===== src/rtl/ps2_kbd_pkg.sv =====
// Shared constants, state encoding and event layout for the PS/2 set-2 keyboard decoder.
package ps2_kbd_pkg;

  localparam logic [7:0] SC_E0     = 8'hE0;
  localparam logic [7:0] SC_F0     = 8'hF0;
  localparam logic [7:0] SC_E1     = 8'hE1;
  localparam logic [7:0] SC_LSHIFT = 8'h12;
  localparam logic [7:0] SC_RSHIFT = 8'h59;
  localparam logic [7:0] SC_CTRL   = 8'h14;
  localparam logic [7:0] SC_ALT    = 8'h11;
  localparam logic [7:0] SC_CAPS   = 8'h58;

  localparam int unsigned EV_CODE_W   = 8;
  localparam int unsigned EV_MAKE_BIT = 8;
  localparam int unsigned EV_EXT_BIT  = 9;
  localparam int unsigned EV_W        = 10;

  localparam int unsigned MODS_W     = 7;
  localparam int unsigned MOD_LSHIFT = 0;
  localparam int unsigned MOD_RSHIFT = 1;
  localparam int unsigned MOD_LCTRL  = 2;
  localparam int unsigned MOD_RCTRL  = 3;
  localparam int unsigned MOD_LALT   = 4;
  localparam int unsigned MOD_RALT   = 5;
  localparam int unsigned MOD_CAPS   = 6;

  // Pause is E1 followed by seven more bytes that carry no extra information.
  localparam int unsigned         SKIP_W     = 3;
  localparam logic [SKIP_W-1:0]   PAUSE_SKIP = 3'd7;

  typedef enum logic [2:0] {
    ST_IDLE,
    ST_EXT,
    ST_BRK,
    ST_EXT_BRK,
    ST_PAUSE,
    ST_WAIT
  } kbd_state_e;

  typedef struct packed {
    logic                 ext;
    logic                 make;
    logic [EV_CODE_W-1:0] code;
  } kbd_event_t;

  function automatic logic [EV_W-1:0] pack_event(input kbd_event_t e);
    logic [EV_W-1:0] v;
    v                  = '0;
    v[EV_CODE_W-1:0]   = e.code;
    v[EV_MAKE_BIT]     = e.make;
    v[EV_EXT_BIT]      = e.ext;
    return v;
  endfunction

endpackage


===== src/rtl/kbd_event_fifo.sv =====
// DEPTH x W synchronous FIFO holding decoded key events; DEPTH must be a power of 2.
module kbd_event_fifo #(
  parameter int unsigned DEPTH = 8,
  parameter int unsigned W     = 10
) (
  input  logic                       clk,
  input  logic                       rst,
  input  logic                       push_i,
  input  logic [W-1:0]               data_i,
  input  logic                       pop_i,
  output logic [W-1:0]               data_o,
  output logic [$clog2(DEPTH):0]     count_o,
  output logic                       full_o,
  output logic                       empty_o
);

  localparam int unsigned AW = $clog2(DEPTH);
  localparam int unsigned CW = AW + 1;

  logic [W-1:0]  mem_q [DEPTH];
  logic [AW-1:0] wr_q;
  logic [AW-1:0] rd_q;
  logic [CW-1:0] cnt_q;
  logic          do_push;
  logic          do_pop;

  assign full_o  = (cnt_q == CW'(DEPTH));
  assign empty_o = (cnt_q == '0);
  assign do_push = push_i && !full_o;
  assign do_pop  = pop_i && !empty_o;
  assign data_o  = mem_q[rd_q];
  assign count_o = cnt_q;

  // Storage is cleared on reset so the head reads as zero while empty after reset.
  always_ff @(posedge clk) begin
    if (rst) begin
      wr_q  <= '0;
      rd_q  <= '0;
      cnt_q <= '0;
      for (int i = 0; i < int'(DEPTH); i++) begin
        mem_q[i] <= '0;
      end
    end else begin
      if (do_push) begin
        mem_q[wr_q] <= data_i;
        wr_q        <= wr_q + AW'(1);
      end
      if (do_pop) begin
        rd_q <= rd_q + AW'(1);
      end
      case ({do_push, do_pop})
        2'b10:   cnt_q <= cnt_q + CW'(1);
        2'b01:   cnt_q <= cnt_q - CW'(1);
        default: cnt_q <= cnt_q;
      endcase
    end
  end

endmodule


===== src/rtl/ps2_kbd_decoder.sv =====
// PS/2 set-2 scancode decoder: prefix FSM, modifier/caps tracking, timeout and event queue.
// Optional typematic repeat filter enabled by defining KBD_REPEAT_FILTER_EN.
module ps2_kbd_decoder
  import ps2_kbd_pkg::*;
#(
  parameter int unsigned DEPTH       = 8,
  parameter int unsigned TIMEOUT_CYC = 0
) (
  input  logic                   clk,
  input  logic                   rst,
  input  logic                   rx_ready,
  input  logic                   rx_overflow,
  input  logic [7:0]             rx_data,
  output logic                   rx_next,
  output logic                   rx_clear,
  output logic                   ev_valid,
  input  logic                   ev_ready,
  output logic [EV_W-1:0]        ev_data,
  output logic [$clog2(DEPTH):0] ev_count,
  output logic [MODS_W-1:0]      mods,
  output logic                   err
);

  localparam int unsigned TMO_W = (TIMEOUT_CYC > 1) ? $clog2(TIMEOUT_CYC + 1) : 1;

  kbd_state_e          state_q, state_d;
  kbd_state_e          pend_q, pend_d;
  logic [SKIP_W-1:0]   skip_q, skip_d;
  logic [TMO_W-1:0]    tmo_q, tmo_d;
  logic [MODS_W-1:0]   mods_q, mods_d;
  logic                caps_held_q, caps_held_d;
  logic                rx_next_q, rx_next_d;
  logic                rx_clear_q, rx_clear_d;
  logic                err_q, err_d;

`ifdef KBD_REPEAT_FILTER_EN
  logic                lm_valid_q, lm_valid_d;
  logic [8:0]          lm_key_q, lm_key_d;
`endif

  logic                consume_c;
  logic                complete_c;
  logic                push_c;
  kbd_event_t          key_c;
  logic                fifo_full;
  logic                fifo_empty;

  assign consume_c = (state_q != ST_WAIT) && rx_ready && !fifo_full;

  // Next-state, modifier and event generation.
  always_comb begin
    state_d     = state_q;
    pend_d      = pend_q;
    skip_d      = skip_q;
    tmo_d       = tmo_q;
    mods_d      = mods_q;
    caps_held_d = caps_held_q;
    rx_next_d   = 1'b0;
    rx_clear_d  = 1'b0;
    err_d       = 1'b0;
    complete_c  = 1'b0;
    push_c      = 1'b0;
    key_c       = '0;
`ifdef KBD_REPEAT_FILTER_EN
    lm_valid_d  = lm_valid_q;
    lm_key_d    = lm_key_q;
`endif

    if (rx_overflow) begin
      rx_clear_d = 1'b1;
      err_d      = 1'b1;
      state_d    = ST_IDLE;
      pend_d     = ST_IDLE;
      skip_d     = '0;
      tmo_d      = '0;
`ifdef KBD_REPEAT_FILTER_EN
      lm_valid_d = 1'b0;
`endif
    end else if (state_q == ST_WAIT) begin
      state_d = pend_q;
    end else if (consume_c) begin
      rx_next_d = 1'b1;
      state_d   = ST_WAIT;
      pend_d    = ST_IDLE;
      tmo_d     = '0;
      case (state_q)
        ST_IDLE: begin
          if (rx_data == SC_E0) begin
            pend_d = ST_EXT;
          end else if (rx_data == SC_F0) begin
            pend_d = ST_BRK;
          end else if (rx_data == SC_E1) begin
            pend_d = ST_PAUSE;
            skip_d = PAUSE_SKIP;
          end else begin
            complete_c = 1'b1;
          end
        end
        ST_EXT: begin
          if (rx_data == SC_F0) begin
            pend_d = ST_EXT_BRK;
          end else if (rx_data == SC_E0 || rx_data == SC_E1) begin
            err_d = 1'b1;
          end else begin
            complete_c = 1'b1;
          end
        end
        ST_BRK, ST_EXT_BRK: begin
          if (rx_data == SC_E0 || rx_data == SC_F0 || rx_data == SC_E1) begin
            err_d = 1'b1;
          end else begin
            complete_c = 1'b1;
          end
        end
        ST_PAUSE: begin
          skip_d = skip_q - SKIP_W'(1);
          if (skip_q == SKIP_W'(1)) begin
            key_c.ext  = 1'b1;
            key_c.make = 1'b1;
            key_c.code = SC_E1;
            push_c     = 1'b1;
          end else begin
            pend_d = ST_PAUSE;
          end
        end
        default: ;
      endcase
    end else if (TIMEOUT_CYC != 0 &&
                 (state_q == ST_EXT || state_q == ST_BRK ||
                  state_q == ST_EXT_BRK || state_q == ST_PAUSE)) begin
      tmo_d = tmo_q + TMO_W'(1);
      if (tmo_d == TMO_W'(TIMEOUT_CYC)) begin
        state_d = ST_IDLE;
        pend_d  = ST_IDLE;
        skip_d  = '0;
        tmo_d   = '0;
        err_d   = 1'b1;
      end
    end

    if (complete_c) begin
      key_c.ext  = (state_q == ST_EXT) || (state_q == ST_EXT_BRK);
      key_c.make = (state_q == ST_IDLE) || (state_q == ST_EXT);
      key_c.code = rx_data;
      push_c     = 1'b1;

      if (!key_c.ext) begin
        case (key_c.code)
          SC_LSHIFT: mods_d[MOD_LSHIFT] = key_c.make;
          SC_RSHIFT: mods_d[MOD_RSHIFT] = key_c.make;
          SC_CTRL:   mods_d[MOD_LCTRL]  = key_c.make;
          SC_ALT:    mods_d[MOD_LALT]   = key_c.make;
          SC_CAPS: begin
            // Only the first make of a press toggles; typematic repeats see caps_held set.
            if (key_c.make) begin
              if (!caps_held_q) begin
                mods_d[MOD_CAPS] = ~mods_q[MOD_CAPS];
              end
              caps_held_d = 1'b1;
            end else begin
              caps_held_d = 1'b0;
            end
          end
          default: ;
        endcase
      end else begin
        case (key_c.code)
          SC_CTRL: mods_d[MOD_RCTRL] = key_c.make;
          SC_ALT:  mods_d[MOD_RALT]  = key_c.make;
          default: ;
        endcase
      end

`ifdef KBD_REPEAT_FILTER_EN
      if (key_c.make) begin
        if (lm_valid_q && lm_key_q == {key_c.ext, key_c.code}) begin
          push_c = 1'b0;
        end else begin
          lm_valid_d = 1'b1;
          lm_key_d   = {key_c.ext, key_c.code};
        end
      end else if (lm_valid_q && lm_key_q == {key_c.ext, key_c.code}) begin
        lm_valid_d = 1'b0;
      end
`endif
    end
  end

  always_ff @(posedge clk) begin
    if (rst) begin
      state_q     <= ST_IDLE;
      pend_q      <= ST_IDLE;
      skip_q      <= '0;
      tmo_q       <= '0;
      mods_q      <= '0;
      caps_held_q <= 1'b0;
      rx_next_q   <= 1'b0;
      rx_clear_q  <= 1'b0;
      err_q       <= 1'b0;
    end else begin
      state_q     <= state_d;
      pend_q      <= pend_d;
      skip_q      <= skip_d;
      tmo_q       <= tmo_d;
      mods_q      <= mods_d;
      caps_held_q <= caps_held_d;
      rx_next_q   <= rx_next_d;
      rx_clear_q  <= rx_clear_d;
      err_q       <= err_d;
    end
  end

`ifdef KBD_REPEAT_FILTER_EN
  always_ff @(posedge clk) begin
    if (rst) begin
      lm_valid_q <= 1'b0;
      lm_key_q   <= '0;
    end else begin
      lm_valid_q <= lm_valid_d;
      lm_key_q   <= lm_key_d;
    end
  end
`endif

  kbd_event_fifo #(
    .DEPTH (DEPTH),
    .W     (EV_W)
  ) u_fifo (
    .clk     (clk),
    .rst     (rst),
    .push_i  (push_c),
    .data_i  (pack_event(key_c)),
    .pop_i   (ev_valid && ev_ready),
    .data_o  (ev_data),
    .count_o (ev_count),
    .full_o  (fifo_full),
    .empty_o (fifo_empty)
  );

  assign ev_valid = !fifo_empty;
  assign rx_next  = rx_next_q;
  assign rx_clear = rx_clear_q;
  assign err      = err_q;
  assign mods     = mods_q;

endmodule


===== config.mk =====
export PLATFORM = sky130hd
export DESIGN_NAME = ps2_kbd_decoder
export DESIGN_NICKNAME = d
export VERILOG_FILES = /design/src/rtl/ps2_kbd_pkg.sv /design/src/rtl/kbd_event_fifo.sv /design/src/rtl/ps2_kbd_decoder.sv
export SDC_FILE = /design/constraint.sdc
export NUM_CORES = 1
export LEC_CHECK = 0
export CAP_MARGIN = 20
export CORE_MARGIN = 2
export CORE_UTILIZATION = 38
export DETAILED_ROUTE_END_ITERATION = 7
export GPL_TIMING_DRIVEN = 0
export HOLD_SLACK_MARGIN = 0.15
export PLACE_DENSITY_LB_ADDON = 0.08
export SLEW_MARGIN = 20
export SYNTH_ARGS = -nofsm -noshare
export SYNTH_HDL_FRONTEND = slang
export SYNTH_HIERARCHICAL = 1
export SYNTH_SLANG_ARGS = --single-unit

===== constraint.sdc =====
create_clock -name clk -period 3.14 [get_ports clk]
set_input_delay 0.942 -clock clk [delete_from_list [all_inputs] [get_ports clk]]
set_output_delay 0.942 -clock clk [all_outputs]
set_load 0.01 [all_outputs]

==> summary.txt <==
Run status
  – Status: finished clean

Logic synthesis
  – Yosys cell types: 62
  – Yosys Warn Count: 6
  – Number of flops mapped to enable cells by yosys: 80
  – Top FF cell, synth: edfxtp_1
  – Synthesized area per cell: 13.16 µm²
  – Post-synthesis sequential area ratio: 54.90%
  – Post-synth ARST share: 0%
  – Syn Std Cell Area: 5579 µm²
  – Syn nets: 445
  – Synth Instances: 424
  – Seq cells post-synth: 113

Place
  – GPL Wtd Cong: 0.7903
  – Port Buf Inserts: 36
  – Dpl hpwl: 8537 µm

Clock tree
  – CTS H-tree depth: 4
  – Reg clk slew, reported paths: 0.05 ns
  – Hold Buf Count CTS: 0
  – Clock latency on the worst-skew pair: 0.41 ns
  – Clk root buf: clkbuf_16
  – Clock Sinks: 113
  – Total CTS buffers: 17
  – Max Buffers Root-to-Sink: 2
  – CTS tree: yes

Setup path
  – CP Data Arrival Time: 2.15 ns
  – Critical path class: reg -> out
  – Slowest CP cell: mux4_2
  – Crit path max fanout: 8
  – Sequence of cells on the critical path: buf_12, buf_6, mux4_2, mux2_2, dlygate4sd2_1
  – Crit end category: output port
  – CP required: 2.20 ns
  – Critical path launch point type: register
  – CP max stage delay: 0.52 ns

Timing
  – Slew headroom: 42.63%
  – Finish-stage setup viols: 0
  – Final hold slack: 0.4569 ns
  – RSZ-0062 raised after global routing: false
  – Final hold vios: 0
  – Layout Skew: 0.007371 ns
  – Slew @ Worst Pin: 0.8526 ns
  – Max Freq: 0.3237 GHz
  – Min Clock Period, post-route: 3.089 ns
  – Final Slew Violations: 0
  – Final setup TNS: 0 ns
  – Period utilisation layout: 98.39%

Final layout
  – Layout Nets: 512
  – Most frequent cells in the layout: and2_1, edfxtp_1, dfxtp_1
  – Layout cells sized above 1: 23.81%
  – Most common cell after layout, fill and taps aside: and2_1
  – ANT cells: 0
  – Fill cells: 1291
  – Synth-to-Final Area Change: 25.21%

Global route
  – First-pass GRT wire length: 20290 µm
  – Antenna violations before repair: 0
  – GR Util All Layers: 17.27%
  – Number of global-route vias before repair: 3595
  – Grt total ovfl: 0
  – Pin count of the biggest net entering global routing: 17

Pwr
  – VDD IR-drop max: 0.3319 mV
  – Pleak: 2.574 nW
  – P per Cell Area: 538.7 nW/µm²

Floorplan
  – Rows: 44
  – CORE AREA: 14420 µm²
  – Initial Util: 38.68%
  – Die ar.: 15670 µm²
  – Die X: 125.2 µm
  – IO Pins: 38
  – Die H: 125.2 µm

Route
  – Vias per cell: 5.103
  – Initial DRC count: 297
  – DR DRC count: 0
  – Initial DRT Pass Iterations: 6
  – Via Count: 3511
  – Drt wl/cell: 18.49 µm
  – Post-route ant nets: 0
  – Total wire length: 12720 µm

Run
  – Max-Cap Viols: 0

Worst hold path
  – HP Class: reg -> reg
## worst max-delay path: cells and delay by family, from the launching register on
family	cells	cell delay [ns]
multiplexers	2	0.81
buffers and inverters	3	0.56
flip-flops	1	0.37
## flip-flops by register name (all words and copies together), names as in the netlist, named ones only
signal          flops
caps_held_q         1
err                 1
mods                7
pend_q              3
rx_clear            1
rx_next             1
skip_q              3
state_q             3
u_fifo/count_o      4
u_fifo/mem_q       80
u_fifo/rd_q         3
u_fifo/wr_q         3
## cells by family (layout without fill, tap and decap cells)
logic type,count (synthesis),count (layout),synth area share [%]
muxes,39,39,11.73
xor gates and xnor gates,6,6,0.9419
AOI/OAI and AO/OA,44,44,5.517
buffers and inverters,32,112,2.759
and+or+nand+nor,182,182,22.22
DFF,113,113,54.90
adders and majority gates,8,8,1.929
## synthesized netlist by cell type, types with 7 or more instances
cell | instances | area (µm²)
nand4_1 | 7 | 43.79
a21oi_1 | 15 | 75.07
mux2i_1 | 8 | 80.08
and2_1 | 82 | 513.0
o21ai_0 | 8 | 40.04
nand2b_1 | 10 | 62.56
mux4_2 | 20 | 450.4
dfxtp_1 | 33 | 660.6
inv_1 | 10 | 37.54
edfxtp_1 | 80 | 2402
nand3_1 | 8 | 40.04
ha_1 | 7 | 87.58
nor2_1 | 20 | 75.07
clkbuf_1 | 9 | 33.78
mux2_2 | 10 | 112.6
nand2_1 | 7 | 26.28
## stage by stage
step / power (mW) / std cells / area, µm² / util, % / worst slack, ns
floorplan: 1.854 / 424 / 5608 / - / -0.08923
global placement: 1.968 / 644 / 6198 / 42.97 / -1.047
detailed placement: 1.974 / 644 / 6211 / 43.06 / -1.066
CTS: 3.796 / 685 / 6903 / 47.86 / 0.005324
global route: 3.895 / 688 / 6985 / 48.43 / 0.0008480
finish: 3.763 / 688 / 6985 / 48.43 / 0.05068
## layer usage
layer	global-route usage, %	wire, µm	up-vias
met5	0	0	-
met4	6.209	158	0
met2	27.81	6298	43
met1	23.15	5955	1751
li1	-	-	1705
met3	3.723	307	12
## final cells by class
type / instances / area, µm² / area share [%]
Multi-Input combinational cell: 279 / 2471 / 35.38
Tap cell: 184 / 230.2 / 3.296
Clock inverter: 9 / 92.59 / 1.325
Inverter: 11 / 45.04 / 0.6448
Sequential cell: 113 / 3079 / 44.08
Buffer: 21 / 150.1 / 2.149
Clock buffer: 23 / 457.9 / 6.556
Timing Repair Buffer: 48 / 459.2 / 6.574
## worst paths after layout
| kind | startpoint | end | slack [ns] | depth (start not counted) |
|---|---|---|---|---|
| setup reg to reg | u_fifo/count_o[3] | u_fifo/count_o[3] | 0.21 | 13 |
| setup / recovery | register | ev_data[7] | 0.05 | 5 |
| hold reg to reg | pend_q[1] | pend_q[1] | 0.46 | 2 |
| hold / removal | pend_q[1] | pend_q[1] | 0.46 | 2 |
## where the power goes
part | internal [mW] | total (mW) | leakage [nW] | switching (mW)
sequential | 1.64 | 1.66 | 1.10 | 0.0185
combinational | 0.128 | 0.294 | 1.20 | 0.166
clock | 1.17 | 1.81 | 0.274 | 0.636
total | 2.94 | 3.76 | 2.57 | 0.820
## repair_timing
| action | CTS | global route |
|---|---|---|
| pin swaps | 1 | 2 |
| setup buffers | 9 | 3 |
| endpoints found under the setup margin | 130 | 35 |
| resized for setup | 38 | 14 |
Note: power is estimated with default switching activity, not from simulation.
==> RTL edit 1: new RTL, same flow settings <==
The output `err` loses its register stage (`err_q` becomes a continuous assignment).
--- a/src/rtl/ps2_kbd_decoder.sv
+++ b/src/rtl/ps2_kbd_decoder.sv
@@ -196,7 +196,6 @@
       caps_held_q <= 1'b0;
       rx_next_q   <= 1'b0;
       rx_clear_q  <= 1'b0;
-      err_q       <= 1'b0;
     end else begin
       state_q     <= state_d;
       pend_q      <= pend_d;
@@ -206,9 +205,10 @@
       caps_held_q <= caps_held_d;
       rx_next_q   <= rx_next_d;
       rx_clear_q  <= rx_clear_d;
-      err_q       <= err_d;
     end
   end
+
+  assign err_q = err_d;
 
 `ifdef KBD_REPEAT_FILTER_EN
   always_ff @(posedge clk) begin
Function: changed (Yosys sat finds a counterexample within 4 cycles, from zero or initial values and one cycle with rst high).
==> RTL edit 1 against the unedited design <==
The flow now finishes with violations (setup timing). Largest cell class unchanged. Area after synthesis decreased by 1.8%. Final area is 6.6% lower. Register-to-register slack lost 0.11 ns. Total power is 21% lower. Maximum frequency down 2.0%. Setup slack worse by 0.062 ns. Wire length decreased by 2.1%. Sequential cell count shrank 1.
==> RTL edit 1: results (changes against the unedited design) <==
Worst setup path
  • CP arrival: 3.43 ns (was 2.15 ns)
  • Critical-path top delay cell: or4_1 (was mux4_2)
  • CP delay by family, top: compound AO/OA/AOI/OAI gates (was multiplexers)
  • Max FO, Critical Path: 6 (was 8)
  • Largest stage delay, worst path: 0.47 ns (was 0.52 ns)

Logic synthesis
  • Compound-Gate Fraction of Synth Area: 5.735% (was 5.517%)
  • Mean Syn Cell Area: 12.83 µm² (was 13.16 µm²)
  • Seq/Total Area, Yosys: 55.56% (was 54.90%)
  • Main area contributors after synthesis: edfxtp_1, dfxtp_1, and2_1 (unchanged)
  • Adder-cell share of the synthesized area: 1.965% (was 1.929%)
  • Synth cell count leaders: and2_1, edfxtp_1, dfxtp_1, nor2_1, mux4_2 (was and2_1, edfxtp_1, dfxtp_1, mux4_2, nor2_1)
  • Mux contribution to synthesized area: 11.93% (was 11.73%)
  • Distinct cell type count after synthesis: 58 (was 62)
  • Post-Synth XOR/XNOR Area: 0.9596% (was 0.9419%)

Drt
  • DR iter-0 viols: 158 (was 297)
  • Vias per cell: 5.168 (was 5.103)
  • DR WL/cell: 18.67 µm (was 18.49 µm)
  • DRT Pass-1 Iters: 4 (was 6)
  • Routed WL: 12.45 mm (was 12.72 mm)

STA
  • Fin Clk Skew: 0.007810 ns (was 0.007371 ns)
  • PnR worst setup slack: -0.01133 ns (was 0.05068 ns)
  • Final setup vio count: 1 (was 0)
  • Worst-margin pin slew: 0.7042 ns (was 0.8526 ns)

Outcome
  • Status: finished with violations (was finished, final reports clean)
  • Failing checks: setup timing

Clock network
  • Worst skew pair latency: 0.35 ns (was 0.41 ns)
  • Htree depth: 3 (was 4)
  • CTS Buf Count: 9 (was 17)
  • CTS resizes: 44 (was 38)
  • CTS clock-pin slew for the worst setup and hold paths: 0.07 ns (was 0.05 ns)
  • Post-CTS setup buffer count: 7 (was 9)

Placement
  • # port buffers: 37 (was 36)
  • Final Wtd Congestion: 0.7659 (was 0.7903)
  • Post-DP HPWL: 8.498 mm (was 8.537 mm)

Global route
  • Largest net degree at the start of global routing: 18 (was 17)
  • Vias in the first global route: 3,519 (was 3,595)
  • Total track usage: 17.22% (was 17.27%)

Layout
  • Layout cells sized above 1: 20.94% (was 23.81%)
  • Layout Nets: 503 (was 512)
  • FILL cells: 1,320 (was 1,291)

Power
  • Worst IR Drop VDD: 239.6 µV (was 331.9 µV)
[RTL edit 1: cell types whose count changed after synthesis, moves of 4 or more]
cell | before | now
nor2_1 | 20 | 26
nand4_1 | 7 | 2
o21bai_1 | 0 | 4
o21ai_0 | 8 | 4
nor2_4 | 4 | 0
[RTL edit 1: metal layers]
layer  vias to the layer above  GRT usage, %  part of all wire, %
met3                        15         2.198                  2.6
met1                      1699         23.05                   46
met4                         0         5.688                  1.4
met5                         -             0                    0
met2                        65         28.96                   50
li1                       1668             -                    -
[RTL edit 1: worst paths after layout]
path / from / to / slack, ns / cells past startpoint
setup / recovery: rx_data[3] / u_fifo/count_o[3] / -0.01 / 12
hold reg to reg: pend_q[1] / pend_q[1] / 0.46 / 2
hold / removal: pend_q[1] / pend_q[1] / 0.46 / 2
setup reg to reg: u_fifo/count_o[0] / u_fifo/count_o[3] / 0.10 / 12
[RTL edit 1: kinds of logic (layout without fill, tap and decap cells)]
kind of cell / count (synthesis) / count (layout)
adder cells (fa/ha/maj): 8 / 8
buffers and inverters: 31 / 91
AND/OR/NAND/NOR: 189 / 189
multiplexers: 39 / 39
flip-flops: 112 / 112
XOR/XNOR: 6 / 6
AO/OA/AOI/OAI: 42 / 42
[RTL edit 1: metrics by stage]
step                cell area [µm²]  setup slack (ns)   TNS, ns  hold slack (ns)  utilization, %
floorplan                      5527           -0.1769   -0.1769           0.4319               -
global placement               6122            -1.237   -145.72           0.4453           43.77
detailed placement             6130            -1.326   -146.04           0.4488           43.82
CTS                            6476          -0.02401   -0.1485           0.4585           46.30
global route                   6523          -0.09947  -0.09947           0.4856           46.63
finish                         6523          -0.01133  -0.01133           0.4567           46.63
[RTL edit 1: worst register-to-register path, cell delays in order, from the launching register on]
cell      delay [ns]
dfxtp_1         0.48
or4b_1          0.16
buf_2           0.21
inv_1           0.09
nand2b_1        0.29
a211oi_4        0.33
nand2_4         0.11
ha_4            0.20
ha_4            0.26
a21oi_2         0.13
a21oi_1         0.09
or4_1           0.47
a21oi_1         0.15
[RTL edit 1: layout make-up]
type / count / area [µm²] / area share, %
Buffer: 20 / 142.6 / 2.187
Clock buffer: 9 / 225.2 / 3.453
Clock inverter: 7 / 38.79 / 0.5947
Inverter: 11 / 41.29 / 0.6330
Multi-Input combinational cell: 284 / 2384 / 36.54
Sequential cell: 112 / 3048 / 46.73
Tap cell: 180 / 225.2 / 3.453
Timing Repair Buffer: 44 / 417.9 / 6.407
[RTL edit 1: power breakdown]
part	total [mW]	internal (mW)	switching, mW	leakage, nW
registers	1.65	1.62	0.0241	1.09
logic	0.276	0.124	0.151	1.21
clock network	1.05	0.531	0.519	0.130
==> RTL edit 2: new RTL, config.mk and constraints unchanged <==
Without the edit above. Build with the macro `KBD_REPEAT_FILTER_EN` defined.
--- a/src/rtl/ps2_kbd_decoder.sv
+++ b/src/rtl/ps2_kbd_decoder.sv
@@ -1,5 +1,7 @@
 // PS/2 set-2 scancode decoder: prefix FSM, modifier/caps tracking, timeout and event queue.
 // Optional typematic repeat filter enabled by defining KBD_REPEAT_FILTER_EN.
+`define KBD_REPEAT_FILTER_EN
+
 module ps2_kbd_decoder
   import ps2_kbd_pkg::*;
 #(
Check against the original RTL: not equivalent (Yosys sat finds a counterexample within 4 cycles, from zero or initial values and one cycle with rst high).
==> RTL edit 2 against the unedited design <==
Maximum frequency is 3.9% lower. First-iteration DRC count is 27% lower. Sequential power increased by 8%. Sequential share of layout area decreased by 0.23 points. Critical path type is now in2reg. Clock skew decreased by 0.0026 ns. Final area rose by 7.1%. Sequential cell count up 10. Setup slack got worse by 0.13 ns. Area after synthesis up 4.8%. The flow now finishes with violations (setup timing). Register-to-register slack got worse by 0.16 ns. Total power up 8.8%. Wire length is 18% higher.
==> RTL edit 2: results (changes against the unedited design) <==
Outcome
  • Status: finished with violations (was finished, final reports clean)
  • Failing checks: setup timing

Logic synthesis
  • Seq/Total Area, Yosys: 55.81% (was 54.90%)
  • Mean Syn Cell Area: 11.53 µm² (was 13.16 µm²)
  • Main area contributors after synthesis: edfxtp_1, dfxtp_1, mux4_2 (was edfxtp_1, dfxtp_1, and2_1)
  • Most common cell in the netlist: nor2_1 (was and2_1)
  • Synth cell count leaders: nor2_1, edfxtp_1, dfxtp_1, nand2_1, a21oi_1 (was and2_1, edfxtp_1, dfxtp_1, mux4_2, nor2_1)
  • Syn nets: 528 (was 445)
  • Distinct cell type count after synthesis: 58 (was 62)

Power
  • Worst IR Drop VDD: 368.8 µV (was 331.9 µV)
  • Lkg Pwr: 2.658 nW (was 2.574 nW)
  • Share of power burned in registers: 44.0% (was 44.1%)
  • Reported clock group power: 1.95 mW (was 1.81 mW)
  • Clk network pwr share: 47.6% (was 48.1%)
  • Psw: 899.8 µW (was 820.4 µW)

Placement
  • Post-DP HPWL: 9.798 mm (was 8.537 mm)
  • Placed inst area: 6511 µm² (was 6211 µm²)
  • Setup WS pre-CTS: -1.518 ns (was -1.066 ns)
  • Cells after DPL: 729 (was 644)
  • Final Wtd Congestion: 0.7693 (was 0.7903)
  • # port buffers: 34 (was 36)

STA
  • Setup tns final: -0.07511 ns (was 0 ns)
  • Worst rel slew slack: 48.29% (was 42.63%)
  • Final hold slack: 0.4528 ns (was 0.4569 ns)
  • Final setup vio count: 1 (was 0)
  • PnR worst setup slack: -0.07511 ns (was 0.05068 ns)
  • Fin Clk Skew: 0.004737 ns (was 0.007371 ns)

Drt
  • Met1 wire length: 6.557 mm (was 5.955 mm)
  • DR vias: 4,135 (was 3,511)
  • Met3 Wirelength: 599 µm (was 307 µm)
  • Routed WL: 15.02 mm (was 12.72 mm)
  • DR iter-0 viols: 218 (was 297)

Global route
  • Met3 GRT Util: 4.549% (was 3.723%)
  • Vias in the first global route: 4,209 (was 3,595)
  • Total track usage: 19.79% (was 17.27%)
  • Met2 GRT Util: 33.09% (was 27.81%)
  • Met1 usage: 24.68% (was 23.15%)
  • Initial antenna violation count: 0 (unchanged)
  • First-pass GRT wire length: 23.74 mm (was 20.29 mm)

Layout
  • Layout Nets: 602 (was 512)
  • Reg with most FFs: u_fifo/mem_q (unchanged)
  • Layout Cells excl Fill: 782 (was 688)
  • Layout cells sized above 1: 25.42% (was 23.81%)

Worst setup path
  • WS Path Type: in2reg (was reg2out)
  • Largest stage delay, worst path: 0.47 ns (was 0.52 ns)
  • CP delay by family, top: simple AND/OR/NAND/NOR gates (was multiplexers)
  • Max FO, Critical Path: 3 (was 8)
  • CP arrival: 3.55 ns (was 2.15 ns)
RTL edit 2: cell types whose count changed after synthesis, sizes merged, moves of 4 or more:
cell | before | now
nand2 | 7 | 38
nor2 | 24 | 92
nor3 | 8 | 14
nand3 | 10 | 14
a21oi | 16 | 22
clkbuf | 9 | 16
o21bai | 0 | 7
a21o | 2 | 6
and2 | 82 | 7
dfxtp | 33 | 43
xor2 | 4 | 11
and3 | 4 | 11
RTL edit 2: area by class of cell:
| cell class | instances | area (µm²) |
|---|---|---|
| well taps | 188 | 235.2 |
| fillers | 1376 | 7661 |
| repair buffers | 57 | 556.8 |
| clock inverters | 7 | 86.33 |
| flip-flops and latches | 123 | 3282 |
| plain buffers | 27 | 186.4 |
| inverters | 11 | 46.29 |
| multi-input cells | 344 | 2586 |
| clock buffers | 25 | 505.5 |
RTL edit 2: cell families after synthesis:
kind of cell    after synthesis  share of synthesized area [%]
simple gates                222                          19.17
flops                       123                          55.81
compound gates               61                          6.677
buf+inv                      40                          3.253
mux                          38                          11.00
xor+xnor                     15                          2.247
fa+ha+maj                     8                          1.840
RTL edit 2: worst paths after layout:
kind / startpoint / end / slack [ns] / cells past startpoint
worst max-delay path: rx_data[6] / u_fifo/count_o[3] / -0.08 / 13
worst min-delay path: pend_q[1] / pend_q[1] / 0.45 / 2
worst max register to register: u_fifo/count_o[3] / u_fifo/count_o[3] / 0.05 / 14
worst min register to register: pend_q[1] / pend_q[1] / 0.45 / 2
RTL edit 2: repair_timing:
item / in CTS / in global routing
buffers inserted: 15 / 7
cloned: 1 / 0
gates resized for setup: 80 / 19
pin swaps: 14 / 11
endpoints found under the setup margin: 176 / 79
hold buffers: 0 / 0
